`src/rtl/fpu_handshake_master.sv`:
```
// Initiator for the FPU operand strobe/ack protocol: valid/ready operand pair in,
// two strobed operand transfers, strobed result collect, valid/ready result out.
// Optional per-wait-state timeout is enabled by defining FPU_MASTER_TIMEOUT_EN.
module fpu_handshake_master #(
  parameter int COUNT_W        = 16,
  parameter int TIMEOUT_CYCLES = 1024
) (
  input  logic               clk,
  input  logic               rst,
  input  logic               cmd_valid,
  output logic               cmd_ready,
  input  logic [31:0]        cmd_a,
  input  logic [31:0]        cmd_b,
  output logic [31:0]        fpu_a,
  output logic               fpu_a_stb,
  input  logic               fpu_a_ack,
  output logic [31:0]        fpu_b,
  output logic               fpu_b_stb,
  input  logic               fpu_b_ack,
  input  logic [31:0]        fpu_z,
  input  logic               fpu_z_stb,
  output logic               fpu_z_ack,
  output logic               res_valid,
  input  logic               res_ready,
  output logic [31:0]        res_z,
  output logic               res_err,
  output logic               busy,
  output logic [COUNT_W-1:0] txn_count
);

  localparam logic [31:0] TIMEOUT_NAN = 32'h7FC0_0000;

  typedef enum logic [2:0] {
    S_IDLE,
    S_SEND_A,
    S_SEND_B,
    S_WAIT_Z,
    S_ACK_Z,
    S_RESULT
  } state_t;

  state_t             r_state;
  state_t             w_next_state;
  logic               w_timeout;
  logic               w_timeout_fire;
  logic               w_accept;
  logic               w_capture_z;

  logic               r_cmd_ready;
  logic               r_fpu_a_stb;
  logic               r_fpu_b_stb;
  logic               r_fpu_z_ack;
  logic               r_res_valid;
  logic               r_busy;
  logic               r_res_err;
  logic [31:0]        r_fpu_a;
  logic [31:0]        r_fpu_b;
  logic [31:0]        r_res_z;
  logic [COUNT_W-1:0] r_txn_count;

  assign w_accept    = (r_state == S_IDLE) && cmd_valid;
  assign w_capture_z = (r_state == S_WAIT_Z) && fpu_z_stb;

`ifdef FPU_MASTER_TIMEOUT_EN
  localparam int WAIT_W = $clog2(TIMEOUT_CYCLES + 1);

  logic [WAIT_W-1:0] r_wait_cnt;
  logic              w_in_wait;

  assign w_in_wait = (r_state == S_SEND_A) || (r_state == S_SEND_B) ||
                     (r_state == S_WAIT_Z);
  // Counter holds the number of cycles already spent in this state, so the
  // limit fires on the TIMEOUT_CYCLES-th cycle of the wait.
  assign w_timeout = w_in_wait && (r_wait_cnt == WAIT_W'(TIMEOUT_CYCLES - 1));

  always_ff @(posedge clk or posedge rst) begin
    if (rst) begin
      r_wait_cnt <= '0;
    end else if (w_next_state != r_state) begin
      r_wait_cnt <= '0;
    end else if (w_in_wait) begin
      r_wait_cnt <= r_wait_cnt + WAIT_W'(1);
    end
  end
`else
  assign w_timeout = 1'b0;
`endif

  always_comb begin
    // NOTE: every combinational output gets a default first so no path leaves
    // it unassigned, which would otherwise infer a latch.
    w_next_state   = r_state;
    w_timeout_fire = 1'b0;
    case (r_state)
      S_IDLE: begin
        if (cmd_valid) w_next_state = S_SEND_A;
      end
      S_SEND_A: begin
        if (fpu_a_ack) begin
          w_next_state = S_SEND_B;
        end else if (w_timeout) begin
          w_next_state   = S_RESULT;
          w_timeout_fire = 1'b1;
        end
      end
      S_SEND_B: begin
        if (fpu_b_ack) begin
          w_next_state = S_WAIT_Z;
        end else if (w_timeout) begin
          w_next_state   = S_RESULT;
          w_timeout_fire = 1'b1;
        end
      end
      S_WAIT_Z: begin
        if (fpu_z_stb) begin
          w_next_state = S_ACK_Z;
        end else if (w_timeout) begin
          w_next_state   = S_RESULT;
          w_timeout_fire = 1'b1;
        end
      end
      S_ACK_Z: begin
        w_next_state = S_RESULT;
      end
      S_RESULT: begin
        if (res_ready) w_next_state = S_IDLE;
      end
      default: begin
        w_next_state = S_IDLE;
      end
    endcase
  end

  // Handshake flags are decoded from the next state and registered, so every
  // output toggles exactly on the state transition that owns it.
  always_ff @(posedge clk or posedge rst) begin
    if (rst) begin
      r_state     <= S_IDLE;
      r_cmd_ready <= 1'b1;
      r_fpu_a_stb <= 1'b0;
      r_fpu_b_stb <= 1'b0;
      r_fpu_z_ack <= 1'b0;
      r_res_valid <= 1'b0;
      r_busy      <= 1'b0;
      r_res_err   <= 1'b0;
      r_fpu_a     <= '0;
      r_fpu_b     <= '0;
      r_res_z     <= '0;
      r_txn_count <= '0;
    end else begin
      // NOTE: sequential state uses non-blocking assignments so every register
      // here samples the pre-edge values regardless of statement order.
      r_state     <= w_next_state;
      r_cmd_ready <= (w_next_state == S_IDLE);
      r_fpu_a_stb <= (w_next_state == S_SEND_A);
      r_fpu_b_stb <= (w_next_state == S_SEND_B);
      r_fpu_z_ack <= (w_next_state == S_ACK_Z);
      r_res_valid <= (w_next_state == S_RESULT);
      r_busy      <= (w_next_state != S_IDLE);

      if (w_accept) begin
        r_fpu_a   <= cmd_a;
        r_fpu_b   <= cmd_b;
        r_res_err <= 1'b0;
      end

      if (w_capture_z) begin
        r_res_z <= fpu_z;
      end else if (w_timeout_fire) begin
        r_res_z   <= TIMEOUT_NAN;
        r_res_err <= 1'b1;
      end

      if ((r_state == S_RESULT) && res_ready) begin
        r_txn_count <= r_txn_count + COUNT_W'(1);
      end
    end
  end

  assign cmd_ready = r_cmd_ready;
  assign fpu_a     = r_fpu_a;
  assign fpu_a_stb = r_fpu_a_stb;
  assign fpu_b     = r_fpu_b;
  assign fpu_b_stb = r_fpu_b_stb;
  assign fpu_z_ack = r_fpu_z_ack;
  assign res_valid = r_res_valid;
  assign res_z     = r_res_z;
  assign res_err   = r_res_err;
  assign busy      = r_busy;
  assign txn_count = r_txn_count;

endmodule

```
`config.mk`:
```
export PLATFORM = sky130hd
export DESIGN_NAME = fpu_handshake_master
export DESIGN_NICKNAME = d
export VERILOG_FILES = /design/src/rtl/fpu_handshake_master.sv
export SDC_FILE = /design/constraint.sdc
export NUM_CORES = 1
export LEC_CHECK = 0
export CAP_MARGIN = 20
export CORE_MARGIN = 10
export CORE_UTILIZATION = 44
export DETAILED_ROUTE_END_ITERATION = 8
export HOLD_SLACK_MARGIN = 0.03
export PLACE_DENSITY = 0.9
export SLEW_MARGIN = 20
export SYNTH_ARGS = -nofsm -noshare
export SYNTH_HDL_FRONTEND = slang
export SYNTH_SLANG_ARGS = --single-unit
```
`constraint.sdc`:
```
create_clock -name clk -period 11.8 [get_ports clk]
set_clock_uncertainty 0.1 [all_clocks]
set_input_delay 3.54 -clock clk [delete_from_list [all_inputs] [get_ports clk]]
set_output_delay 3.54 -clock clk [all_outputs]
set_load 0.1 [all_outputs]
```
After elaboration in Yosys (flattened, before gate mapping)
Index checks and enable logic that the tools add are counted.
{ "word_totals": {"in_bits": 103, "regBits": 121, "elab_cells": 34, "output_inout_bits": 119} }
{ "op_classes": {"reduce_logical": 6, "muxes": 7, "n_eq_ne": 9, "n_addsub": 1} }
{ "op_table": {"columns": ["operator", "count"], "rows": [
  ["2-to-1 mux 32 bit", 1],
  ["case mux 3 bit (6 select lines)", 1],
  ["adder 16 x 1 -> 16 bit (second input constant)", 1],
  ["2-to-1 mux 3 bit", 5],
  ["equality test 3 bit (second input constant)", 4],
  ["equality test 3 x 2 -> 1 bit (second input constant)", 3],
  ["equality test 3 x 1 -> 1 bit (second input constant)", 2],
  ["zero test 3 bit", 2],
  ["logical AND 1 bit", 3],
  ["nonzero test 3 bit", 1]
]} }

Logic depth before layout (Yosys ltp)
{ "depth": {"word_depth": 3, "depth_mapped": 6, "ltp_nobuf": 5} }

Worst setup path before layout
OpenSTA, ideal clock, no wires.
{ "synth_path": {"path_kind": "in2reg", "startpoint": "input port cmd_valid", "endpoint": "register r_fpu_a[21], in the netlist fpu_a[21]", "arrival_ns": 4.479, "stages": 4, "setup_ns": 0.125, "t_required_ns": 11.575, "setup_slack_ns": 7.095, "n_path_buf": 1, "path_cell_list": "nand2b_4 -> nor3_4 -> buf_6 -> mux2_2"} }
{ "synth_between": {"elab_chain_cells": 1} }
{ "synth_rtl": {"columns": ["element", "line_no", "rtl"], "rows": [
  ["start, declared", "10", "input logic cmd_valid,"],
  ["logical AND 1 bit", "61", "assign w_accept = (r_state == S_IDLE) && cmd_valid;"],
  ["end signal, assigned", "162", "r_fpu_a <= cmd_a;"],
  ["end, declared", "56", "logic [31:0] r_fpu_a;"]
]} }
Every way passes these cells.
A chain may end at the register's enable or synchronous reset.

Final worst setup path
{ "layout_path": {"startpoint": "register r_cmd_ready, in the netlist cmd_ready", "endpoint": "output port cmd_ready"} }
{ "layout_rtl": {"columns": ["element", "line_no", "rtl"], "rows": [
  ["start, declared", "49", "logic r_cmd_ready;"],
  ["start signal, assigned", "154", "r_cmd_ready <= (w_next_state == S_IDLE);"],
  ["end, declared", "11", "output logic cmd_ready,"]
]} }
No word-level cell between the ends.

==> results.cfg <==
[detailed_routing]
drtIter0Drc = 160
routed_wl_microns = 13300
detail_route.wl_per_cell_microns = 19.7
drcViolationCount = 0
firstDrtPassIters = 4
vias = 3280
vias_per_cell = 4.84
ant_nets = 0

[timing]
min_period_ns = 5.81
final.setup.tns_ns = 0
finalSetupViolations = 0
tightest_slew_ns = 1.03
max-slew-margin-rel_pct = 31.2
timing.fmax_mhz = 172
slew_violations = 0
rsz0062_at_grt = false
fin_crit_sh_pct = 49.2
hold_violations = 0

[floorplan]
fp.coreArea_sq_um = 10400
die_area_sq_um = 15300
initial_core_util_pct = 45.5
rows = 37
boundaryPins = 222
dieWidth_microns = 124
die_h_microns = 124

[layout]
drive_gt1_share_pct = 25.3
nFillCells = 700
diodes = 0
nets = 633
syn_to_final_growth_pct = 61.1

[setup_path]
worstPathArrival_ns = 2.17
crit_buf_inv = 1
cp.required_ns = 8.16
slowest_delay_ns = 1.14
critPathTopFamily = buffers and inverters
worst_setup_path_start_kind = register
path_class = reg2out
cp-end-kind = primary output
cp_max_fo = 1
crit_slowest_cell = clkdlybuf4s50_1
path_cells = clkdlybuf4s50_1

[run_status]
status = completed

[place]
routabilityCongestion = 0.746
dpl.hpwl_microns = 10100
portBuffers = 220

[clock_network]
hold_buffers = 0
clockRootBuffer = clkbuf_8
clk_pin_slew_worst_paths_ns = 0.06
cts_made_buffers = 17
post-cts-setup-buffers = 0
cts_tree = built
htreeDepth = 4
worst_skew_pair.late_latency_ns = 0.50
ctsResizeCount = 0
cts_buffer_depth = 2
clock-sinks = 121

[logic_synthesis]
syn-instance-count = 300
syn_nets = 404
avgSynthCellArea_sq_um = 15.7
syn_area_sq_um = 4720
ys.warnings.count = 0
synth_edf_count = 0
async_flop_share_pct = 100
synth_seq_area_share_pct = 64.1
ys_types = 36
synthFlopType = dfrtp_1
ys_ff_latch = 121

[grt]
grt_usage_pct = 17.2
grt_max_degree = 74
grt_pass1_wl_microns = 20000
grt_overflow = 0
grt_pass1_vias = 3671
antenna_found_initial = 0

[job]
drv_cap = 0

[min_path]
hp-class = reg2reg
synthesized netlist by cell type, types with 2 or more instances:
| cell | count | area [sq um] |
|---|---|---|
| nand4_1 | 4 | 25.0 |
| nor3_1 | 3 | 15.0 |
| buf_4 | 4 | 30.0 |
| nand2_1 | 11 | 41.3 |
| xnor2_1 | 11 | 96.3 |
| mux2_1 | 5 | 56.3 |
| xor2_1 | 4 | 35.0 |
| mux2_2 | 92 | 1040 |
| nand2b_1 | 3 | 18.8 |
| inv_1 | 3 | 11.3 |
| or2_2 | 2 | 12.5 |
| buf_6 | 6 | 67.6 |
| dfrtp_1 | 120 | 3000 |
| and4_1 | 2 | 17.5 |
| nand3_1 | 4 | 20.0 |
| a21oi_1 | 2 | 10.0 |
| buf_2 | 3 | 15.0 |
| nor2_1 | 3 | 11.3 |
worst paths after layout:
| path | start | end | slack (ns) | depth (start not counted) |
|---|---|---|---|---|
| max in group asynchronous | rst | fpu_a[16] | 6.90 | 3 |
| min in group asynchronous | rst | fpu_a[28] | 3.36 | 2 |
| worst min-delay path | txn_count[15] | txn_count[15] | 0.38 | 1 |
| worst max-delay path | cmd_ready | cmd_ready | 5.99 | 1 |
| worst min register to register | txn_count[15] | txn_count[15] | 0.38 | 1 |
| worst max register to register | r_state[0] | fpu_b[12] | 9.28 | 5 |
per-stage QoR:
stage	std cells	hold slack, ns	setup WS [ns]	cell area (sq um)	util [%]
2_1_floorplan	300	0.443	4.95	4720	-
3_3_place_gp	645	0.364	5.53	7000	67.5
3_5_place_dp	645	0.371	5.47	7000	67.5
4_1_cts	677	0.383	5.96	7590	73.2
5_1_grt	678	0.403	5.93	7610	73.4
6_report	678	0.380	5.99	7610	73.4
state kept, by name, indices dropped and copies added, names as in the netlist:
name       count
fpu_b_stb      1
busy           1
fpu_b         32
txn_count     16
fpu_a         32
fpu_a_stb      1
fpu_z_ack      1
res_valid      1
res_z         32
cmd_ready      1
r_state        3
cell families after synthesis:
family	count (synthesis)	synth area share, %
adder cells (fa/ha/maj)	1	0.265
XOR/XNOR	15	2.78
multiplexers	98	23.3
AO/OA/AOI/OAI	6	0.954
other	1	0.0794
AND/OR/NAND/NOR	42	5.80
flip-flops	121	64.1
buffers and inverters	16	2.62
layout make-up:
type | instances | area [sq um] | area share (%)
flip-flops and latches | 121 | 3030 | 39.8
repair buffers | 223 | 2230 | 29.3
clock buffers | 20 | 445 | 5.85
inverters | 3 | 13.8 | 0.181
clock inverters | 12 | 149 | 1.96
well taps | 136 | 170 | 2.24
multi-input cells | 163 | 1570 | 20.6
placed cells by master (no fill, tap or decap), types with 4 or more instances in the layout:
cell and n:
nand3_1 4, nand2_1 11, dfrtp_1 120, xor2_1 4
clkbuf_16 16, xnor2_1 11, clkinvlp_4 4, nand4_1 4
clkinv_2 4, clkdlybuf4s50_1 220, mux2_1 5, mux2_2 92
metal layers:
layer / share of wire (%) / track usage (%) / vias up / wire length, microns
met5: 0 / 0 / - / 0
met4: 1.2 / 5.46 / 0 / 155
met3: 10 / 8.96 / 10 / 1390
met2: 53 / 30.2 / 135 / 7110
met1: 35 / 17.2 / 1628 / 4690
li1: - / - / 1507 / -
Power is not shown: default switching activity piles up to over one toggle a cycle in this logic, so the estimate is an artifact.
